$ cat src/rtl/pool_pkg.sv
// pool_pkg: shared mode encoding and depth/width helpers for the pool reduction tree
package pool_pkg;
  typedef enum logic {MODE_SUM = 1'b0, MODE_MAX = 1'b1} pool_mode_e;
  function automatic int levels(input int n_lanes);
    return $clog2(n_lanes);
  endfunction
  function automatic int stage_wid(input int wid_in, input int k);
    return wid_in + k;
  endfunction
endpackage

$ cat src/rtl/pool_reduce_stage.sv
// pool_reduce_stage: one pairwise combine level with valid/mode/count registers (POOL_TREE_MAX_EN adds MAX)
module pool_reduce_stage
  import pool_pkg::*;
#(
  parameter int N_LANE = 32,
  parameter int WID = 16,
  parameter int CNT_W = 6
) (
  input  logic clk,
  input  logic rst,
  input  logic adv_i,
  input  logic valid_i,
`ifdef POOL_TREE_MAX_EN
  input  logic mode_i,
  output logic mode_o,
`endif
  input  logic [CNT_W-1:0] count_i,
  input  logic [N_LANE*WID-1:0] data_i,
  output logic valid_o,
  output logic [CNT_W-1:0] count_o,
  output logic [(N_LANE/2)*(WID+1)-1:0] data_o
);
  localparam int M = N_LANE / 2;
  localparam int WO = WID + 1;
  logic [M*WO-1:0] data_d, data_q;
  logic valid_q;
  logic [CNT_W-1:0] count_q;
`ifdef POOL_TREE_MAX_EN
  logic mode_q;
`endif
  for (genvar j = 0; j < M; j++) begin : g_pair
    logic signed [WID:0] a, b;
    assign a = $signed(data_i[2*j*WID +: WID]);
    assign b = $signed(data_i[(2*j+1)*WID +: WID]);
`ifdef POOL_TREE_MAX_EN
    assign data_d[j*WO +: WO] = (mode_i == MODE_MAX) ? ((a > b) ? a : b) : a + b;
`else
    assign data_d[j*WO +: WO] = a + b;
`endif
  end
  // stage registers advance together under the global enable; bubbles pass through as valid=0
  always_ff @(posedge clk or posedge rst) begin
    if (rst) begin
      data_q  <= '0;
      valid_q <= 1'b0;
      count_q <= '0;
`ifdef POOL_TREE_MAX_EN
      mode_q  <= 1'b0;
`endif
    end else if (adv_i) begin
      data_q  <= data_d;
      valid_q <= valid_i;
      count_q <= count_i;
`ifdef POOL_TREE_MAX_EN
      mode_q  <= mode_i;
`endif
    end
  end
  assign data_o  = data_q;
  assign valid_o = valid_q;
  assign count_o = count_q;
`ifdef POOL_TREE_MAX_EN
  assign mode_o  = mode_q;
`endif
endmodule

$ cat src/rtl/pool_reduce_tree.sv
// pool_reduce_tree: pipelined masked signed SUM reduction with valid/ready (POOL_TREE_MAX_EN adds per-beat MAX mode)
module pool_reduce_tree
  import pool_pkg::*;
#(
  parameter int N_IN = 32,
  parameter int WID_IN = 16,
  parameter int WID_OUT = WID_IN + $clog2(N_IN)
) (
  input  logic clk,
  input  logic rst,
  input  logic in_valid,
  output logic in_ready,
  input  logic [N_IN*WID_IN-1:0] in_data,
  input  logic [N_IN-1:0] in_mask,
`ifdef POOL_TREE_MAX_EN
  input  logic in_mode,
`endif
  output logic out_valid,
  input  logic out_ready,
  output logic [WID_OUT-1:0] out_data,
  output logic [$clog2(N_IN):0] out_count
);
  localparam int L = levels(N_IN);
  localparam int CW = L + 1;
  logic adv;
  logic [WID_IN-1:0] fill;
  logic [N_IN*WID_IN-1:0] clean;
  logic [CW-1:0] pop;
  logic signed [WID_OUT-1:0] ext;
  assign adv = out_ready || !out_valid;
  assign in_ready = adv;
`ifdef POOL_TREE_MAX_EN
  assign fill = (in_mode == MODE_MAX) ? {1'b1, {(WID_IN-1){1'b0}}} : '0;
`else
  assign fill = '0;
`endif
  // masked-out lanes are replaced by the identity of the active operation
  always_comb begin
    clean = '0;
    for (int i = 0; i < N_IN; i++) clean[i*WID_IN +: WID_IN] = in_mask[i] ? in_data[i*WID_IN +: WID_IN] : fill;
  end
  // active-lane count travels with the beat for downstream averaging
  always_comb begin
    pop = '0;
    for (int i = 0; i < N_IN; i++) pop = pop + CW'(in_mask[i]);
  end
  for (genvar k = 0; k < L; k++) begin : g_st
    localparam int NI = N_IN >> k;
    localparam int WI = stage_wid(WID_IN, k);
    logic [NI*WI-1:0] d_in;
    logic [(NI/2)*(WI+1)-1:0] d_out;
    logic v_in, v_out;
    logic [CW-1:0] c_in, c_out;
`ifdef POOL_TREE_MAX_EN
    logic m_in, m_out;
`endif
    if (k == 0) begin : g_first
      assign d_in = clean;
      assign v_in = in_valid;
      assign c_in = pop;
`ifdef POOL_TREE_MAX_EN
      assign m_in = in_mode;
`endif
    end else begin : g_next
      assign d_in = g_st[k-1].d_out;
      assign v_in = g_st[k-1].v_out;
      assign c_in = g_st[k-1].c_out;
`ifdef POOL_TREE_MAX_EN
      assign m_in = g_st[k-1].m_out;
`endif
    end
    pool_reduce_stage #(.N_LANE(NI), .WID(WI), .CNT_W(CW)) u_stage (
      .clk(clk),
      .rst(rst),
      .adv_i(adv),
      .valid_i(v_in),
`ifdef POOL_TREE_MAX_EN
      .mode_i(m_in),
      .mode_o(m_out),
`endif
      .count_i(c_in),
      .data_i(d_in),
      .valid_o(v_out),
      .count_o(c_out),
      .data_o(d_out)
    );
  end
`ifdef POOL_TREE_MAX_EN
  logic unused_mode;
  assign unused_mode = g_st[L-1].m_out;
`endif
  assign ext = $signed(g_st[L-1].d_out);
  assign out_valid = g_st[L-1].v_out;
  assign out_count = g_st[L-1].c_out;
  assign out_data = (g_st[L-1].c_out == '0) ? '0 : ext;
endmodule

$ cat config.mk
export PLATFORM = sky130hd
export DESIGN_NAME = pool_reduce_tree
export DESIGN_NICKNAME = d
export VERILOG_FILES = /design/src/rtl/pool_pkg.sv /design/src/rtl/pool_reduce_stage.sv /design/src/rtl/pool_reduce_tree.sv
export SDC_FILE = /design/constraint.sdc
export NUM_CORES = 2
export LEC_CHECK = 0
export ABC_AREA = 1
export CELL_PAD_IN_SITES_DETAIL_PLACEMENT = 0
export CELL_PAD_IN_SITES_GLOBAL_PLACEMENT = 1
export CORE_UTILIZATION = 41
export CTS_CLUSTER_DIAMETER = 150
export DETAILED_ROUTE_END_ITERATION = 6
export PLACE_DENSITY = 0.93
export REMOVE_ABC_BUFFERS = 1
export SYNTH_ARGS = -nofsm -noshare
export SYNTH_HDL_FRONTEND = slang
export SYNTH_HIERARCHICAL = 1
export SYNTH_SLANG_ARGS = --single-unit
$ cat constraint.sdc
create_clock -name clk -period 13.5 [get_ports clk]
set_input_delay 2.7 -clock clk [delete_from_list [all_inputs] [get_ports clk]]
set_output_delay 2.7 -clock clk [all_outputs]
set_load 0.005 [all_outputs]
Yosys cells after proc, flatten, opt, wreduce, memory -nomap -nowiden
Index checks and enable logic that the tools add are counted.
- register bits after elaboration: 588
- output and inout port bits: 29
- input bits: 548
- logic and storage cells: 113
- add/sub/neg operators: 62
- reductions and logical operators: 3
- muxes and demuxes: 33
- operator list (kind ; count):
    two-way mux 16 bit ; 32
    adder 16 x 16 -> 17 bit ; 16
    adder 6 x 1 -> 6 bit ; 26
    adder 17 x 17 -> 18 bit ; 8
    adder 18 x 18 -> 19 bit ; 4
    adder 19 x 19 -> 20 bit ; 2
    adder 20 x 20 -> 21 bit ; 1
    two-way mux 21 bit ; 1
    adder 5 x 1 -> 6 bit ; 1
    logical NOT 6 bit ; 1
    adder 4 x 1 -> 5 bit ; 1
    adder 3 x 1 -> 4 bit ; 1
    adder 2 x 1 -> 3 bit ; 1
    adder 1 x 1 -> 2 bit ; 1
    logical NOT 1 bit ; 1
    logical OR 1 bit ; 1

Longest topological paths before layout
- depth in word-level cells: 31
- mapped depth: 22
- depth with buffers taken out: 20

Modules after synthesis
The synthesis kept the hierarchy.
- by module, submodules not included (module ; area each (um^2) ; sequential area each (um^2) ; times used ; cells each):
    pool_reduce_stage (g_st[0].u_stage) ; 25704.7 ; 6981.7 ; 1 ; 4198
    pool_reduce_stage (g_st[1].u_stage) ; 13040.0 ; 3778.6 ; 1 ; 1955
    pool_reduce_stage (g_st[2].u_stage) ; 7103.1 ; 2077.0 ; 1 ; 1085
    pool_reduce_tree ; 5262.5 ; 0.0 ; 1 ; 1227
    pool_reduce_stage (g_st[3].u_stage) ; 4063.9 ; 1176.1 ; 1 ; 617
    pool_reduce_stage (g_st[4].u_stage) ; 2354.8 ; 700.7 ; 1 ; 359

Least setup slack after synthesis
OpenSTA, ideal clock, no wires.
- path type: input-to-reg
- start: input port in_mask[11]
- end: register g_st[0].u_stage.count_q[4]
- path buffers: 2
- stages: 21
- setup time: 0.116 ns
- arrival: 7.024 ns
- required time: 13.384 ns
- path slack: 6.359 ns
- cell sequence: buf_2 > buf_4 > inv_1 > fa_1 > inv_1 > fa_1 > fa_1 > fa_1 > fa_1 > inv_1 > fa_1 > inv_1 > ha_1 > inv_1 > fa_1 > inv_1 > nand3_1 > nand3_1 > nand2_1 > nand2_1 > nand2_1
- cells in the longest elaborated chain, start to end: 21
- RTL lines (item ; RTL line ; text):
    start: declaration ; pool_reduce_tree.sv:14 ; input logic [N_IN-1:0] in_mask,
    adder 6 x 1 -> 6 bit (21 in a row) ; pool_reduce_tree.sv:45 ; for (int i = 0; i < N_IN; i++) pop = pop + CW'(in_mask[i]);
    net g_st[0].c_in[4] ; pool_reduce_tree.sv:53 ; logic [CW-1:0] c_in, c_out;
    end signal: assignment ; pool_reduce_stage.sv:53 ; count_q <= count_i;
    end: declaration ; pool_reduce_stage.sv:27 ; logic [CNT_W-1:0] count_q;
The timed path passes the listed nets, and every way through them passes these cells.
A chain may end at the register's enable or synchronous reset.

Worst setup path after layout
- start: input port in_mask[17]
- end: register g_st[0].u_stage.count_q[4]
- cells in the longest elaborated chain, start to end: 15
- RTL lines (item ; RTL line):
    adder 6 x 1 -> 6 bit (15 in a row) ; pool_reduce_tree.sv:45
    net g_st[0].c_in[4] ; pool_reduce_tree.sv:53
The timed path passes the listed nets, and every way through them passes these cells.

==> results.sh <==
export IMPL_result_of_the_run="completed"
export IMPL_slew_viol_final=0
export IMPL_route_vias_total=56900
export IMPL_cts_buffers=72
export IMPL_maxSlewHeadroom_pct=28.0
export IMPL_synth_cell_type_count=38
export IMPL_period_needed_ns=7.55
export IMPL_final_fill_count=14500
export IMPL_fraction_of_final_layout_cells_with_drive_strength_greater_than_1_pct=2.92
export IMPL_syn_to_final_growth_pct=17.1
export IMPL_portion_of_netlist_area_occupied_by_mux_cells_pct=0
export IMPL_die_y_um=377
export IMPL_htreeDepth=3
export IMPL_hp_start="g_st[3].u_stage/valid_o"
export IMPL_globalplace_congestion=0.955
export IMPL_drt_iter0_drc=3423
export IMPL_p_leak_nw=40.6
export IMPL_final_setup_skew_ns=0.0228
export IMPL_postRouteWirelength_um=172000
export IMPL_cp_data_required_time_ns=14.02
export IMPL_grt_setup_unrepaired="no"
export IMPL_power_density_mw_per_mm2=201
export IMPL_grt_overflow_total=0
export IMPL_design_die_area_mm2=0.142
export IMPL_placement_setup_worst_slack_ns=5.26
export IMPL_antenna_violations_before_repair=0
export IMPL_clock_sink_count=588
export IMPL_cp_start_kind="primary input"
export IMPL_netlist_area_leader_share_pct=26.9
export IMPL_finalCritPeriodShare_pct=56.0
export IMPL_clock_slew_at_reported_path_ffs_ns=0.06
export IMPL_worstReg2RegStart="g_st[4].u_stage/valid_o"
export IMPL_largest_net_degree_at_the_start_of_global_routing=149
export IMPL_synth_adder_area_share_pct=13.4
export IMPL_final_net_count=11100
export IMPL_worst_slack_ns=5.95
export IMPL_grt_pass1_wl_um=277000
export IMPL_synth_compound_area_share_pct=5.82
export IMPL_timing_critical_path_arrival_ns=8.08
export IMPL_ir_worst_vdd_mv=0.122
export IMPL_report_final_hold_viol_count=0
export IMPL_clk_root_buffer_cell="sky130_fd_sc_hd__clkbuf_16"
export IMPL_first_pass_iters=6
export IMPL_synth_area_in_xor_xnor_pct=2.09
export IMPL_wire_per_inst_um=14.5
export IMPL_cts_resized=0
export IMPL_crit_start="in_mask[17]"
export IMPL_yosys_area_share_simple_pct=40.1
export IMPL_cts_buffer_depth=3
export IMPL_clk_insertion_delay_late_ns=0.65
export IMPL_design_portCount=577
export IMPL_viasPerCell=4.80
export IMPL_synthCells=9441
export IMPL_max_slew_worst_pin_slew_ns=1.08
export IMPL_holdBufCountCts=0
export IMPL_report_final_setup_viol=0
export IMPL_antenna_left=0
export IMPL_design_power_total_mw=13.5
export IMPL_grt_usage_pct=24.0
export IMPL_drcViolationCount=0
export IMPL_synth_seq_cells=588
export IMPL_timing_fmax_mhz=132
export IMPL_synth_seq_area_share_pct=25.6
export IMPL_fin_hold_ws_ns=0.470
export IMPL_cts_post_setup_buffers_inserted=0
export IMPL_critical_path_class="in -> reg"
export IMPL_timing_critical_path_fanout_max=17
export IMPL_syn_area_per_cell_um2=6.09
export IMPL_ys_warn_count=6
export IMPL_die_width_um=377
export IMPL_grt_pass1_vias=53900
export IMPL_core_area_mm2=0.139
export IMPL_setup_total_negative_slack_ns=0
export IMPL_critical_path_endpoint_type="flip-flop"
export IMPL_cts_tree="built"
export IMPL_cap_violations=0
export IMPL_fp_row_count=137
export IMPL_synth_top_cells_by_area="sky130_fd_sc_hd__nand2_1 27%, sky130_fd_sc_hd__dfrtp_1 26%, sky130_fd_sc_hd__ha_1 12%, sky130_fd_sc_hd__inv_1 11%, sky130_fd_sc_hd__nand3_1 5.6%"
export IMPL_floorplan_initialDensity_pct=41.3
export IMPL_dominant_combinational_cell_family_by_area_after_synthesis="simple AND/OR/NAND/NOR gates"
export IMPL_post_synthesis_cell_area_mm2=0.0575
export IMPL_antenna_diode_count=0
export IMPL_synth_top_cell_by_area="sky130_fd_sc_hd__nand2_1"
export IMPL_post_dp_hpwl_um=141000
export IMPL_worst_hold_path_type="reg -> reg"
export IMPL_port_buffer_cells=576
## Yosys cell counts, drive strengths merged
library cell  number
nand2           4160
inv             1721
nand3            679
dfrtp            588
ha               529
nor2             387
a21oi            369
o21ai            238
buf              136
xnor2            108
nor3             105
nand3b            92
or2               91
clkbuf            57
fa                55
and2              52
xor2              29
a31oi             15
o21bai            14
a21o               7
nand4              7
clkinv             2
## per-stage QoR
stage | instances | util (%) | instance area (um2)
2_1_floorplan | 9248 | - | 56500
3_3_place_gp | 11700 | 46.5 | 64800
3_5_place_dp | 11700 | 46.5 | 64800
4_1_cts | 11900 | 48.3 | 67300
5_1_grt | 11900 | 48.3 | 67300
6_report | 11900 | 48.3 | 67300
## power by group
| part | internal, mW | switching (mW) | leakage (nW) |
|---|---|---|---|
| clock | 1.24 | 0.811 | 1.24 |
| combinational | 3.04 | 5.17 | 32.3 |
| sequential | 2.56 | 0.699 | 7.08 |
| total | 6.84 | 6.68 | 40.6 |
## registers in the layout (all words and copies together) (netlist names)
signal / cells
g_st.u_stage/valid_o: 5
g_st.u_stage/count_o: 30
g_st.u_stage/data_o: 553
## path summary, 6_finish.rpt
check / to / slack (ns) / cells past startpoint
min in group asynchronous: g_st[0].u_stage/data_o[152] / 2.92 / 2
worst max-delay path: g_st[0].u_stage/count_o[4] / 5.95 / 18
worst min-delay path: g_st[3].u_stage/valid_o / 0.47 / 2
worst max register to register: g_st[0].u_stage/data_o[33] / 9.94 / 6
max in group asynchronous: g_st[0].u_stage/data_o[190] / 8.35 / 4
worst min register to register: g_st[3].u_stage/valid_o / 0.47 / 2
## metal layers
metal / routed length [um] / GRT usage [%] / vias up
met4: 4900 / 6.70 / 0
met3: 6560 / 2.19 / 184
met2: 78700 / 40.0 / 1051
li1: - / - / 29800
met1: 81300 / 33.1 / 25900
met5: 0 / 0 / -
## area by class of cell
cell class,count,area [um2],area share (%)
clock buffers,95,2060,3.06
well taps,1876,2350,3.49
clock inverters,36,457,0.678
flip-flops and latches,588,14700,21.8
multi-input cells,6937,35300,52.5
repair buffers,599,5940,8.82
inverters,1723,6490,9.64
## cells in the final DEF (no fill, tap or decap), drive strengths merged, types with 105 or more instances in the layout
| cell | count |
|---|---|
| nor2 | 387 |
| xnor2 | 108 |
| a21oi | 369 |
| ha | 529 |
| inv | 1724 |
| clkdlybuf4s50 | 576 |
| nand3 | 679 |
| dfrtp | 588 |
| nor3 | 105 |
| nand2 | 4160 |
| o21ai | 238 |
## worst max-delay path, cell delays in order
cell and delay [ns]:
sky130_fd_sc_hd__clkdlybuf4s50_1 0.96, sky130_fd_sc_hd__fa_1 0.81, sky130_fd_sc_hd__fa_1 0.44, sky130_fd_sc_hd__fa_1 0.53, sky130_fd_sc_hd__fa_1 0.44, sky130_fd_sc_hd__fa_1 0.49
sky130_fd_sc_hd__inv_1 0.05, sky130_fd_sc_hd__fa_1 0.42, sky130_fd_sc_hd__inv_1 0.07, sky130_fd_sc_hd__ha_1 0.18, sky130_fd_sc_hd__inv_1 0.07, sky130_fd_sc_hd__fa_1 0.46
sky130_fd_sc_hd__inv_1 0.09, sky130_fd_sc_hd__nand3_1 0.07, sky130_fd_sc_hd__nand3_1 0.10, sky130_fd_sc_hd__nand2_1 0.05, sky130_fd_sc_hd__nand2_1 0.06, sky130_fd_sc_hd__nand2_1 0.06
## cell families (layout without fill, tap and decap cells)
kind of cell    count (synthesis)  after routing
simple gates                 5573           5573
buf+inv                      1916           2453
compound gates                643            643
flops                         588            588
fa+ha+maj                     584            584
xor+xnor                      137            137
No activity file was read; power rests on OpenSTA's default activity.
